--- config.mk ---
export PLATFORM = sky130hd
export DESIGN_NAME = reg_bus_sequencer
export DESIGN_NICKNAME = d
export VERILOG_FILES = /design/src/rtl/reg_bus_sequencer.sv
export SDC_FILE = /design/constraint.sdc
export NUM_CORES = 1
export LEC_CHECK = 0
export BUFFER_PORTS_ARGS = -buffer_cell sky130_fd_sc_hd__buf_2
export CAP_MARGIN = 10
export CORE_AREA = 10 10 92 174
export CTS_CLUSTER_DIAMETER = 30
export DETAILED_ROUTE_END_ITERATION = 8
export DIE_AREA = 0 0 102 184
export PLACE_DENSITY = 0.55
export SYNTH_ARGS = -nofsm -noshare
export SYNTH_HDL_FRONTEND = slang
export SYNTH_SLANG_ARGS = --single-unit
--- constraint.sdc ---
create_clock -name clk -period 5.9 [get_ports clk]
set_input_delay 1.18 -clock clk [delete_from_list [all_inputs] [get_ports clk]]
set_output_delay 1.18 -clock clk [all_outputs]
set_load 0.03 [all_outputs]
--- src/rtl/reg_bus_sequencer.sv ---
// Register_File bus master: runs one MOVE/LOAD/READ(/INC) transfer per command. Optional INC op: define REG_BUS_SEQ_INC_EN.
// Latency from accept to rsp_valid: MOVE/INC 3 cycles, LOAD/READ 2, illegal command 1.
// cmd_ready is high only in IDLE; cmd_valid while busy is ignored. The response cannot be stalled.
module reg_bus_sequencer #(
    parameter int REG_COUNT = 11,
    parameter int REG_WIDTH = 12,
    parameter int IDX_W     = 4
) (
    input  logic                 clk,
    input  logic                 reset,
    input  logic                 cmd_valid,
    output logic                 cmd_ready,
    input  logic [1:0]           cmd_op,
    input  logic [IDX_W-1:0]     cmd_src,
    input  logic [IDX_W-1:0]     cmd_dst,
    input  logic [REG_WIDTH-1:0] cmd_imm,
    output logic [REG_COUNT-1:0] rf_read_en,
    output logic [REG_COUNT-1:0] rf_write_en,
    output logic [REG_WIDTH-1:0] rf_datain,
    input  logic [REG_WIDTH-1:0] rf_dataout,
    output logic                 rsp_valid,
    output logic [REG_WIDTH-1:0] rsp_data,
    output logic                 rsp_err,
    output logic                 busy
);

    localparam logic [1:0] S_IDLE = 2'd0;
    localparam logic [1:0] S_RD   = 2'd1;
    localparam logic [1:0] S_WR   = 2'd2;
    localparam logic [1:0] S_DONE = 2'd3;

    localparam logic [1:0] OP_MOVE = 2'b00;
    localparam logic [1:0] OP_LOAD = 2'b01;
    localparam logic [1:0] OP_READ = 2'b10;
    localparam logic [1:0] OP_INC  = 2'b11;

    // One extra bit so REG_COUNT == 2**IDX_W is still representable.
    localparam logic [IDX_W:0] RC_L = (IDX_W+1)'(REG_COUNT);

    logic [1:0]           r_state;
    logic [1:0]           r_op;
    logic [IDX_W-1:0]     r_dst;
    logic [REG_WIDTH-1:0] r_bus_q;
    logic [REG_COUNT-1:0] r_read_en;
    logic [REG_COUNT-1:0] r_write_en;
    logic [REG_WIDTH-1:0] r_datain;
    logic                 r_rsp_valid;
    logic [REG_WIDTH-1:0] r_rsp_data;
    logic                 r_rsp_err;

    logic                 w_accept;
    logic                 w_src_bad;
    logic                 w_dst_bad;
    logic                 w_op_bad;
    logic                 w_err;
    logic [REG_WIDTH-1:0] w_rd_val;

    assign w_accept  = cmd_valid && (r_state == S_IDLE);
    // LOAD has no source, READ has no destination; only the indices actually used are checked.
    assign w_src_bad = (cmd_op != OP_LOAD) && ({1'b0, cmd_src} >= RC_L);
    assign w_dst_bad = (cmd_op != OP_READ) && ({1'b0, cmd_dst} >= RC_L);

`ifdef REG_BUS_SEQ_INC_EN
    assign w_op_bad  = 1'b0;
    // INC rides the MOVE datapath with a +1 on the sampled value (wraps modulo 2**REG_WIDTH).
    assign w_rd_val  = (r_op == OP_INC) ? rf_dataout + REG_WIDTH'(1) : rf_dataout;
`else
    assign w_op_bad  = (cmd_op == OP_INC);
    assign w_rd_val  = rf_dataout;
`endif

    assign w_err = w_src_bad || w_dst_bad || w_op_bad;

    // Sequencer state and all bus/response registers advance together.
    always_ff @(posedge clk or posedge reset) begin
        if (reset) begin
            r_state     <= S_IDLE;
            r_op        <= OP_MOVE;
            r_dst       <= '0;
            r_bus_q     <= '0;
            r_read_en   <= '0;
            r_write_en  <= '0;
            r_datain    <= '0;
            r_rsp_valid <= 1'b0;
            r_rsp_data  <= '0;
            r_rsp_err   <= 1'b0;
        end else begin
            case (r_state)
                S_IDLE: begin
                    if (w_accept) begin
                        r_op  <= cmd_op;
                        r_dst <= cmd_dst;
                        if (w_err) begin
                            r_state     <= S_DONE;
                            r_rsp_valid <= 1'b1;
                            r_rsp_err   <= 1'b1;
                            r_rsp_data  <= '0;
                        end else if (cmd_op == OP_LOAD) begin
                            r_state    <= S_WR;
                            r_bus_q    <= cmd_imm;
                            r_write_en <= REG_COUNT'(1) << cmd_dst;
                            r_datain   <= cmd_imm;
                        end else begin
                            r_state   <= S_RD;
                            r_read_en <= REG_COUNT'(1) << cmd_src;
                        end
                    end
                end
                S_RD: begin
                    // Read data is valid only while read_en is one-hot, i.e. in this state.
                    r_read_en <= '0;
                    r_bus_q   <= w_rd_val;
                    if (r_op == OP_READ) begin
                        r_state     <= S_DONE;
                        r_rsp_valid <= 1'b1;
                        r_rsp_data  <= w_rd_val;
                    end else begin
                        r_state    <= S_WR;
                        r_write_en <= REG_COUNT'(1) << r_dst;
                        r_datain   <= w_rd_val;
                    end
                end
                S_WR: begin
                    r_write_en  <= '0;
                    r_state     <= S_DONE;
                    r_rsp_valid <= 1'b1;
                    r_rsp_data  <= r_bus_q;
                end
                default: begin
                    r_state     <= S_IDLE;
                    r_rsp_valid <= 1'b0;
                    r_rsp_err   <= 1'b0;
                    r_rsp_data  <= '0;
                end
            endcase
        end
    end

    assign cmd_ready   = (r_state == S_IDLE);
    assign busy        = (r_state != S_IDLE);
    assign rf_read_en  = r_read_en;
    assign rf_write_en = r_write_en;
    assign rf_datain   = r_datain;
    assign rsp_valid   = r_rsp_valid;
    assign rsp_data    = r_rsp_data;
    assign rsp_err     = r_rsp_err;

endmodule
==> impl_results.md, run 1 <==
* Total GRT Usage at 0.130
* Wire per inst at 19.2 microns
* Post-Syn Area per Cell at 9.66 sq um
* Number of antenna violations at the first check in global routing at 0
* CP Data Required Time at 4.72 ns
* Clk pwr share at 0.229
* Number of global-route vias before repair at 3600
* Startpoint of the worst hold path: rf_write_en[8]$_DFFE_PP0P_
* Final Slew Violations at 0
* Asr flop ratio synth at 1.00
* RR Startpoint: r_state[0]$_DFFE_PP0P_
* N_diodes at 0
* Final GP Congestion at 0.754
* CTS tree: yes
* Worst Path Buf+Inv at 3
* Layout Nets at 510
* Clk pin slew, worst setup/hold paths at 0.06 ns
* DIE HEIGHT at 184 microns
* EDFF count, synth at 0
* Crit path kind: reg -> out
* Die area at 18800 sq um
* # clock sinks at 68
* PostCTS Resize Cnt at 0
* Critical Path AT at 2.19 ns
* Worst-Skew Late Latency at 0.33 ns
* Psw at 0.00118 W
* Pwr Density at 578 nW/um^2
* Switching share of power at 0.433
* Grt ovf at 0
* Worst Setup Start Kind: flop
* H-tree Lvls at 3
* Layout Skew at 0.00761 ns
* Max Cap Viol at 0
* Lkg Pwr at 2.32 nW
* Pre-Repair DR Iteration Count at 4
* Final setup margin at 2.53 ns
* Worst path top cell family by delay: adder cells
* Crit-path max cell delay at 0.81 ns
* DR vias at 3381
* Logic gate share of total power at 0.493
* Maximum vdd drop at 248 uV
* Maximum clock frequency at 297 MHz
* Reg2reg setup slack at 2.82 ns
* Least-Margin Pin Slew at 1.07 ns
* Top cell by count, worst path: inv_1
* Synth unique cells at 50
* WHS at 0.485 ns
* Largest net degree at the start of global routing at 69
* Yosys warns at 0
* Hold WC Path Type: reg -> reg
* Final setup fails at 0
* Final WL at 12.0 mm
* Most common flop cell mapped by yosys: dfrtp_1
* Starting Density at 0.294
* Crit path time final at 3.37 ns
* Core Area at 13100 sq um
* Buffers on Ports at 86
* Register area share after synthesis at 0.440
* I/O Pins at 87
* First-pass GRT wire length at 19.0 mm
* Status: completed
* CTS Buffer Depth at 2
* Starting DRT DRC Count at 94
* Row Count at 59
* CTS Buf Count at 9
* Clock root buffer: clkbuf_16
* Die W at 102 microns
* Vias per inst at 5.40
* Slowest CP cell: ha_1
* Share of cells above drive strength 1 at 0.289
* Syn nets at 441
* Flip-flop and latch count after synthesis at 68
* Pint at 0.00155 W
* Worst slack at placement at 2.62 ns
* Ordered list of cells on the worst path: inv_1 > ha_1 > inv_1 > buf_2
* Final hold vios at 0
* CP Launch Point: r_state[0]$_DFFE_PP0P_
* Layout area overhead at 22.4%
* ANT nets after route at 0
* Cell Area, Synth at 3860 sq um
* Cells after synthesis at 400
* Slew HR at 0.285
* HPWL Detailed at 8.90 mm
* Fin crit share at 0.571
* Setup TNS at 0 ns
* CP Max Fanout at 29
* Hold buffers post-CTS at 0
* Post-CTS setup buffer count at 0
* Crit end category: primary output
* DRC at 0
* RSZ-0062 raised after global routing: false
* Reg power frac at 0.278
routing by layer:
layer,track usage,part of all wire,vias up
met2,0.239,0.54,113
met1,0.130,0.37,1638
met4,0.0607,0.032,0
met5,0,0,-
li1,-,-,1610
met3,0.0361,0.058,20
power by group through the flow:
stage / Clock, W / Combinational, W / Sequential, W
after floorplan: 0 / 0.000816 / 0.000942
after global placement: 0 / 0.00134 / 0.000761
after detailed placement: 0 / 0.00137 / 0.000767
after CTS: 0.000646 / 0.00137 / 0.000761
after global routing: 0.000666 / 0.00147 / 0.000782
final: 0.000628 / 0.00135 / 0.000760
worst paths after layout:
| kind | end | depth (start not counted) |
|---|---|---|
| hold / removal | rf_write_en[8]$_DFFE_PP0P_ | 1 |
| max in group asynchronous | rsp_data[2]$_DFFE_PP0P_ | 3 |
| setup / recovery | busy | 4 |
| min in group asynchronous | rf_read_en[3]$_DFFE_PP0P_ | 3 |
| hold reg to reg | rf_write_en[8]$_DFFE_PP0P_ | 1 |
| setup reg to reg | r_bus_q[2]$_DFFE_PP0P_ | 6 |
per-stage QoR:
stage               total power (W)  utilization  area, sq um  instances
global placement            0.00210        0.333         4380        610
finish                      0.00273        0.360         4730        626
global route                0.00292        0.360         4730        626
CTS                         0.00278        0.360         4730        626
floorplan                   0.00176            -         3860        400
detailed placement          0.00213        0.333         4380        610
cell usage after synthesis, types with 6 or more instances:
| cell | n | share of area |
|---|---|---|
| dfrtp_1 | 68 | 0.44 |
| nand2_1 | 53 | 0.051 |
| o211ai_1 | 13 | 0.025 |
| o21ai_0 | 16 | 0.021 |
| mux2_2 | 18 | 0.052 |
| and3_1 | 13 | 0.021 |
| nor3_1 | 7 | 0.0091 |
| nor2_1 | 9 | 0.0087 |
| nand3_1 | 17 | 0.022 |
| clkbuf_1 | 25 | 0.024 |
| nand4_1 | 12 | 0.019 |
| a221oi_1 | 12 | 0.027 |
| a21boi_0 | 12 | 0.023 |
| inv_1 | 20 | 0.019 |
| a32o_1 | 8 | 0.021 |
| mux2_4 | 10 | 0.039 |
| nor2b_1 | 9 | 0.015 |
| mux2i_1 | 11 | 0.028 |
| a21oi_1 | 6 | 0.0078 |
area by class of cell:
class                   count  area, sq um
fillers                  1389         8410
multi-input cells         281         1960
flip-flops and latches     68         1700
repair buffers             89          453
clock buffers               9          225
well taps                 152          190
clock inverters             7          125
inverters                  20         75.1
registers in the layout (all words and copies together) (netlist names):
register	count
r_bus_q	12
rf_datain	12
rsp_data	12
rf_read_en	11
rf_write_en	11
r_dst	4
r_op	2
r_state	2
rsp_err	1
rsp_valid	1
cell families (layout without fill, tap and decap cells):
| family | after synthesis | count (layout) | synth area share |
|---|---|---|---|
| AND/OR/NAND/NOR | 143 | 143 | 0.190 |
| adder cells (fa/ha/maj) | 4 | 4 | 0.0130 |
| multiplexers | 39 | 39 | 0.120 |
| AO/OA/AOI/OAI | 95 | 95 | 0.184 |
| buffers and inverters | 51 | 125 | 0.0531 |
| flip-flops | 68 | 68 | 0.440 |
layout by cell type, fill, tap and decap left out, drive strengths merged, types with 12 or more instances in the layout:
cell / instances
a221oi: 12
nand4: 12
nand2: 53
buf: 89
inv: 20
and3: 13
dfrtp: 68
nand3: 17
o211ai: 13
a21boi: 12
mux2: 28
o21ai: 17
No activity file was read; power rests on OpenSTA's default activity.
==> run 2: changes to the inputs <==
- clock period: 5.9 -> 3.46 ns (I/O delays scaled with it)
==> impl_results.md, run 2 (synthesized netlist as in run 1, its figures left out) <==
* Max Cap Viol at 0 (unchanged)
* Largest net degree at the start of global routing at 49 (was 69)
* N_diodes at 0 (unchanged)
* HPWL Detailed at 9.02 mm (was 8.90 mm)
* RSZ-0062 raised after global routing: false (unchanged)
* Clk pin slew, worst setup/hold paths at 0.06 ns (about the same)
* Final Slew Violations at 0 (unchanged)
* Hold buffers post-CTS at 0 (unchanged)
* Starting DRT DRC Count at 177 (was 94)
* Number of global-route vias before repair at 3684 (was 3600)
* CP Data Required Time at 3.67 ns (was 4.72 ns)
* Worst-Skew Late Latency at 0.33 ns (about the same)
* Crit end category: flop (was primary output)
* Post-CTS setup buffer count at 0 (unchanged)
* Final setup fails at 0 (unchanged)
* CTS Buf Count at 9 (unchanged)
* Grt ovf at 0 (unchanged)
* Fin crit share at 0.713
* Share of cells above drive strength 1 at 0.295 (was 0.289)
* Number of antenna violations at the first check in global routing at 0 (unchanged)
* Status: completed (unchanged)
* Worst path top cell family by delay: buffers and inverters (was adder cells)
* Fill cells at 1338 (was 1389)
* Layout area overhead at 22.5% (was 22.4%)
* Starting Density at 0.294 (unchanged)
* Slowest CP cell: dfrtp_1 (was ha_1)
* Core Area at 13100 sq um (unchanged)
* Multi-input logic area at 1960 sq um (unchanged)
* Slew HR at 0.292 (was 0.285)
* Die area at 18800 sq um (unchanged)
* Least-Margin Pin Slew at 1.06 ns (was 1.07 ns)
* Crit-path max cell delay at 0.41 ns (was 0.81 ns)
* Maximum clock frequency at 406 MHz
* Register area at 1700 sq um (unchanged)
* Top cell by count, worst path: buf_4 (was inv_1)
* Final WL at 11.9 mm (was 12.0 mm)
* First-pass GRT wire length at 19.3 mm (was 19.0 mm)
* Worst Path Buf+Inv at 3 (unchanged)
* Buffers on Ports at 86 (unchanged)
* Vias per inst at 5.43 (was 5.40)
* # clock sinks at 68 (unchanged)
* ANT nets after route at 0 (unchanged)
* Crit path time final at 2.47 ns
* Critical Path AT at 2.68 ns (was 2.19 ns)
* H-tree Lvls at 3 (unchanged)
* Total GRT Usage at 0.131 (was 0.130)
* Lkg Pwr at 2.32 nW (about the same)
* Final hold vios at 0 (unchanged)
* Fin util at 0.360 (about the same)
* Crit path kind: reg -> reg (was reg -> out)
* Clock root buffer: clkbuf_16 (unchanged)
* Ordered list of cells on the worst path: inv_1 > ha_1 > buf_4 > and2_1 > o21ai_1 > o31a_1 > buf_4 > mux2_4 (was inv_1 > ha_1 > inv_1 > buf_2)
* CP Max Fanout at 28 (was 29)
* CTS Buffer Depth at 2 (unchanged)
* Most frequent cells in the layout: buf_2 (86), dfrtp_1 (68), nand2_1 (53), inv_1 (19), mux2_2 (18) (unchanged)
* I/O Pins at 87 (unchanged)
* Setup TNS at 0 ns (unchanged)
* Wire per inst at 18.9 microns (was 19.2 microns)
* Commonest non-fill, non-tap cell in the layout: buf_2 (unchanged)
* PostCTS Resize Cnt at 0 (unchanged)
* Maximum vdd drop at 412 uV (was 248 uV)
* Die W at 102 microns (unchanged)
* Pwr Density at 975 nW/um^2 (was 578 nW/um^2)
* DRC at 0 (unchanged)
* CTS tree: yes (unchanged)
* Worst Setup Start Kind: flop (unchanged)
* Final GP Congestion at 0.757 (was 0.754)
* DR vias at 3420 (was 3381)
* Layout Nets at 514 (was 510)
* Hold WC Path Type: in -> async (was reg -> reg)
* DIE HEIGHT at 184 microns (unchanged)
* Row Count at 59 (unchanged)
* Pre-Repair DR Iteration Count at 4 (unchanged)
* Layout Skew at 0.00511 ns (was 0.00761 ns)
==> run 2: final cells by class <==
| class | count | area share |
|---|---|---|
| Clock buffer | 9 | 0.0476 |
| Clock inverter | 7 | 0.0211 |
| Inverter | 20 | 0.0159 |
| Multi-Input combinational cell | 281 | 0.414 |
| Sequential cell | 68 | 0.359 |
| Tap cell | 152 | 0.0402 |
| Timing Repair Buffer | 93 | 0.102 |
==> run 2: final timing paths <==
check / slack (ns) / depth (start not counted) / end / start
max in group asynchronous: 2.57 / 3 / rsp_err$_DFFE_PP0P_ / reset
min in group clk: 0.48 / 1 / rsp_err$_DFFE_PP0P_ / rsp_err$_DFFE_PP0P_
min: 0.42 / 3 / rf_read_en[6]$_DFFE_PP0P_ / reset
min reg2reg: 0.48 / 1 / rsp_err$_DFFE_PP0P_ / rsp_err$_DFFE_PP0P_
max: 0.99 / 8 / rf_datain[0]$_DFFE_PP0P_ / r_state[1]$_DFFE_PP0P_
max reg2reg: 0.99 / 8 / rf_datain[0]$_DFFE_PP0P_ / r_state[1]$_DFFE_PP0P_
==> run 2: worst min-delay path: stages <==
cell and delay (ns):
buf_2 0.10, inv_2 0.04, buf_4 0.33
==> run 2: per-layer routing <==
metal	GRT usage	routed length (microns)
met5	0	0
met4	0.0528	261
met3	0.0301	596
met2	0.239	6580
met1	0.140	4480
==> run 2: power breakdown <==
group	leakage, nW	internal, W	total, W	switching [W]
registers	0.869	0.00110	0.00130	0.000198
logic	1.30	0.000855	0.00232	0.00146
clock network	0.148	0.000634	0.00100	0.000366
==> run 2: through the flow <==
stage / cell area (sq um) / total power, W / hold WS, ns / cells / setup slack, ns
final: 4730 / 0.00462 / 0.418 / 630 / 0.994
after global routing: 4730 / 0.00493 / 0.463 / 630 / 0.829
after CTS: 4730 / 0.00468 / 0.434 / 630 / 0.986
after detailed placement: 4410 / 0.00366 / 0.472 / 614 / 1.01
after global placement: 4410 / 0.00361 / 0.475 / 614 / 1.02
after floorplan: 3860 / 0.00300 / 0.479 / 400 / 1.06
==> run 3: changes to the inputs <==
- PLACE_DENSITY: 0.55 -> 0.57
- clock period: 3.46 -> 1.99 ns (I/O delays scaled with it)
==> impl_results.md, run 3 (synthesized netlist as in run 1, its figures left out) <==
* Status: completed (unchanged)
* Final Power at 0.00842 W (was 0.00462 W)
* CTS tree: yes (unchanged)
* N_diodes at 0 (unchanged)
* Row Count at 59 (unchanged)
* Largest net degree at the start of global routing at 49 (unchanged)
* Register-to-Register Path Depth at 7 (was 8)
* Starting Density at 0.294 (unchanged)
* Layout Skew at 0.00955 ns (was 0.00511 ns)
* I/O Pins at 87 (unchanged)
* Commonest non-fill, non-tap cell in the layout: buf_2 (unchanged)
* Wire per inst at 18.6 microns (was 18.9 microns)
* Reg2reg setup slack at 0.04 ns (was 0.99 ns)
* Number of antenna violations at the first check in global routing at 0 (unchanged)
* Psw at 0.00366 W (was 0.00203 W)
* Share of cells above drive strength 1 at 0.357 (was 0.295)
* Post-Place Cells at 647 (was 614)
* Hold buffers post-CTS at 0 (unchanged)
* Pint at 0.00476 W (was 0.00259 W)
* Lkg Pwr at 2.50 nW (was 2.32 nW)
* Least-Margin Pin Slew at 0.987 ns (was 1.06 ns)
* # clock sinks at 68 (unchanged)
* Slew HR at 0.340 (was 0.292)
* DIE HEIGHT at 184 microns (unchanged)
* Starting DRT DRC Count at 146 (was 177)
* Layout Nets at 548 (was 514)
* Pre-Repair DR Iteration Count at 4 (unchanged)
* H-tree Lvls at 3 (unchanged)
* Switching share of power at 0.434 (was 0.439)
* Fin crit share at 0.978 (was 0.713)
* Final WL at 12.3 mm (was 11.9 mm)
* Reg power frac at 0.268 (was 0.281)
* Final setup margin at 0.0440 ns (was 0.994 ns)
* CP Data Required Time at 2.21 ns (was 3.67 ns)
* ANT nets after route at 0 (unchanged)
* Fin util at 0.384 (was 0.360)
* Crit path kind: reg -> reg (unchanged)
* Worst slack at placement at -0.0569 ns (was 1.01 ns)
* Max Cap Viol at 0 (unchanged)
* CTS Buffer Depth at 2 (unchanged)
* Hold WC Path Type: in -> async (unchanged)
* Final hold vios at 0 (unchanged)
* Die area at 18800 sq um (unchanged)
* Pwr Density at 1670 nW/um^2 (was 975 nW/um^2)
* CP Max Fanout at 12 (was 28)
* Logic gate share of total power at 0.556 (was 0.502)
* Reg2reg end: rf_datain[3]$_DFFE_PP0P_ (was rf_datain[0]$_DFFE_PP0P_)
* Final GP Congestion at 0.829 (was 0.757)
* Clock root buffer: clkbuf_16 (unchanged)
* Worst Setup Start Kind: flop (unchanged)
* Crit path time final at 1.95 ns (was 2.47 ns)
* DR vias at 3532 (was 3420)
* Total GRT Usage at 0.137 (was 0.131)
* Clk pin slew, worst setup/hold paths at 0.06 ns (about the same)
* HPWL Detailed at 9.53 mm (was 9.02 mm)
* Non-Filler Instances at 664 (was 630)
* Final setup fails at 0 (unchanged)
* Vias per inst at 5.32 (was 5.43)
* Final Slew Violations at 0 (unchanged)
* DRC at 0 (unchanged)
* Worst-Skew Late Latency at 0.34 ns (was 0.33 ns)
* Critical Path AT at 2.17 ns (was 2.68 ns)
* Die W at 102 microns (unchanged)
* First-pass GRT wire length at 20.1 mm (was 19.3 mm)
* Maximum vdd drop at 688 uV (was 412 uV)
* Core Area at 13100 sq um (unchanged)
* Most frequent cells in the layout: buf_2 (85), dfrtp_1 (68), nand2_1 (53), buf_4 (35), mux2_2 (18) (was buf_2 (86), dfrtp_1 (68), nand2_1 (53), inv_1 (19), mux2_2 (18))
* CTS Buf Count at 9 (unchanged)
* Buffers on Ports at 86 (unchanged)
* Number of global-route vias before repair at 3817 (was 3684)
* Grt ovf at 0 (unchanged)
* RR Startpoint: r_state[1]$_DFFE_PP0P_ (unchanged)
* Clk pwr share at 0.176 (was 0.217)
* Crit end category: flop (unchanged)
* Maximum clock frequency at 514 MHz (was 406 MHz)
* Layout area overhead at 30.7% (was 22.5%)
[run 3: metal layers]
| metal | global-route usage | vias up | part of all wire |
|---|---|---|---|
| met4 | 0.0562 | 0 | 0.024 |
| met3 | 0.0380 | 16 | 0.055 |
| li1 | - | 1693 | - |
| met5 | 0 | - | 0 |
| met2 | 0.251 | 85 | 0.56 |
| met1 | 0.139 | 1738 | 0.36 |
[run 3: through the flow]
stage / setup TNS [ns] / instance area [sq um] / hold slack (ns)
after floorplan: 0 / 3890 / 0.479
after global placement: 0 / 4740 / 0.447
after detailed placement: -0.496 / 4740 / 0.457
after CTS: 0 / 5030 / 0.0910
after global routing: -0.0151 / 5050 / 0.113
final: 0 / 5050 / 0.0830
[run 3: timing repair]
| action | CTS | global route |
|---|---|---|
| buffers inserted | 0 | 1 |
| setup endpoints to repair | 13 | 21 |
| resized for setup | 4 | 5 |
[run 3: area by class of cell]
| type | count | area, sq um |
|---|---|---|
| multi-input combinational | 281 | 1990 |
| sequential | 68 | 1700 |
| timing repair buffer | 127 | 811 |
| inverter | 20 | 78.8 |
| clock inverter | 7 | 51.3 |
| tap | 152 | 190 |
| clock buffer | 9 | 225 |
| fill | 1337 | 8090 |
[run 3: worst max-delay path, cell delays in order (launching register included)]
cell     delay [ns]
dfrtp_1        0.38
inv_2          0.07
ha_2           0.20
and3b_1        0.21
a21o_1         0.19
o31a_1         0.32
buf_12         0.17
mux2_4         0.30
[run 3: power groups by stage]
stage	Sequential [W]	Combinational, W	Clock (W)
final	0.00226	0.00468	0.00148
after global routing	0.00232	0.00509	0.00158
after CTS	0.00226	0.00469	0.00151
after detailed placement	0.00228	0.00465	0
after global placement	0.00226	0.00457	0
after floorplan	0.00280	0.00249	0
[run 3: worst max-delay path by stage]
stage,startpoint,endpoint,cells past startpoint
floorplan,r_state[1]$_DFFE_PP0P_,rf_datain[0]$_DFFE_PP0P_,9
global placement,r_state[0]$_DFFE_PP0P_,rsp_data[10]$_DFFE_PP0P_,5
detailed placement,r_state[0]$_DFFE_PP0P_,rsp_data[11]$_DFFE_PP0P_,5
CTS,r_state[0]$_DFFE_PP0P_,cmd_ready,5
global route,r_state[0]$_DFFE_PP0P_,rf_datain[4]$_DFFE_PP0P_,6
finish,r_state[1]$_DFFE_PP0P_,rf_datain[3]$_DFFE_PP0P_,7
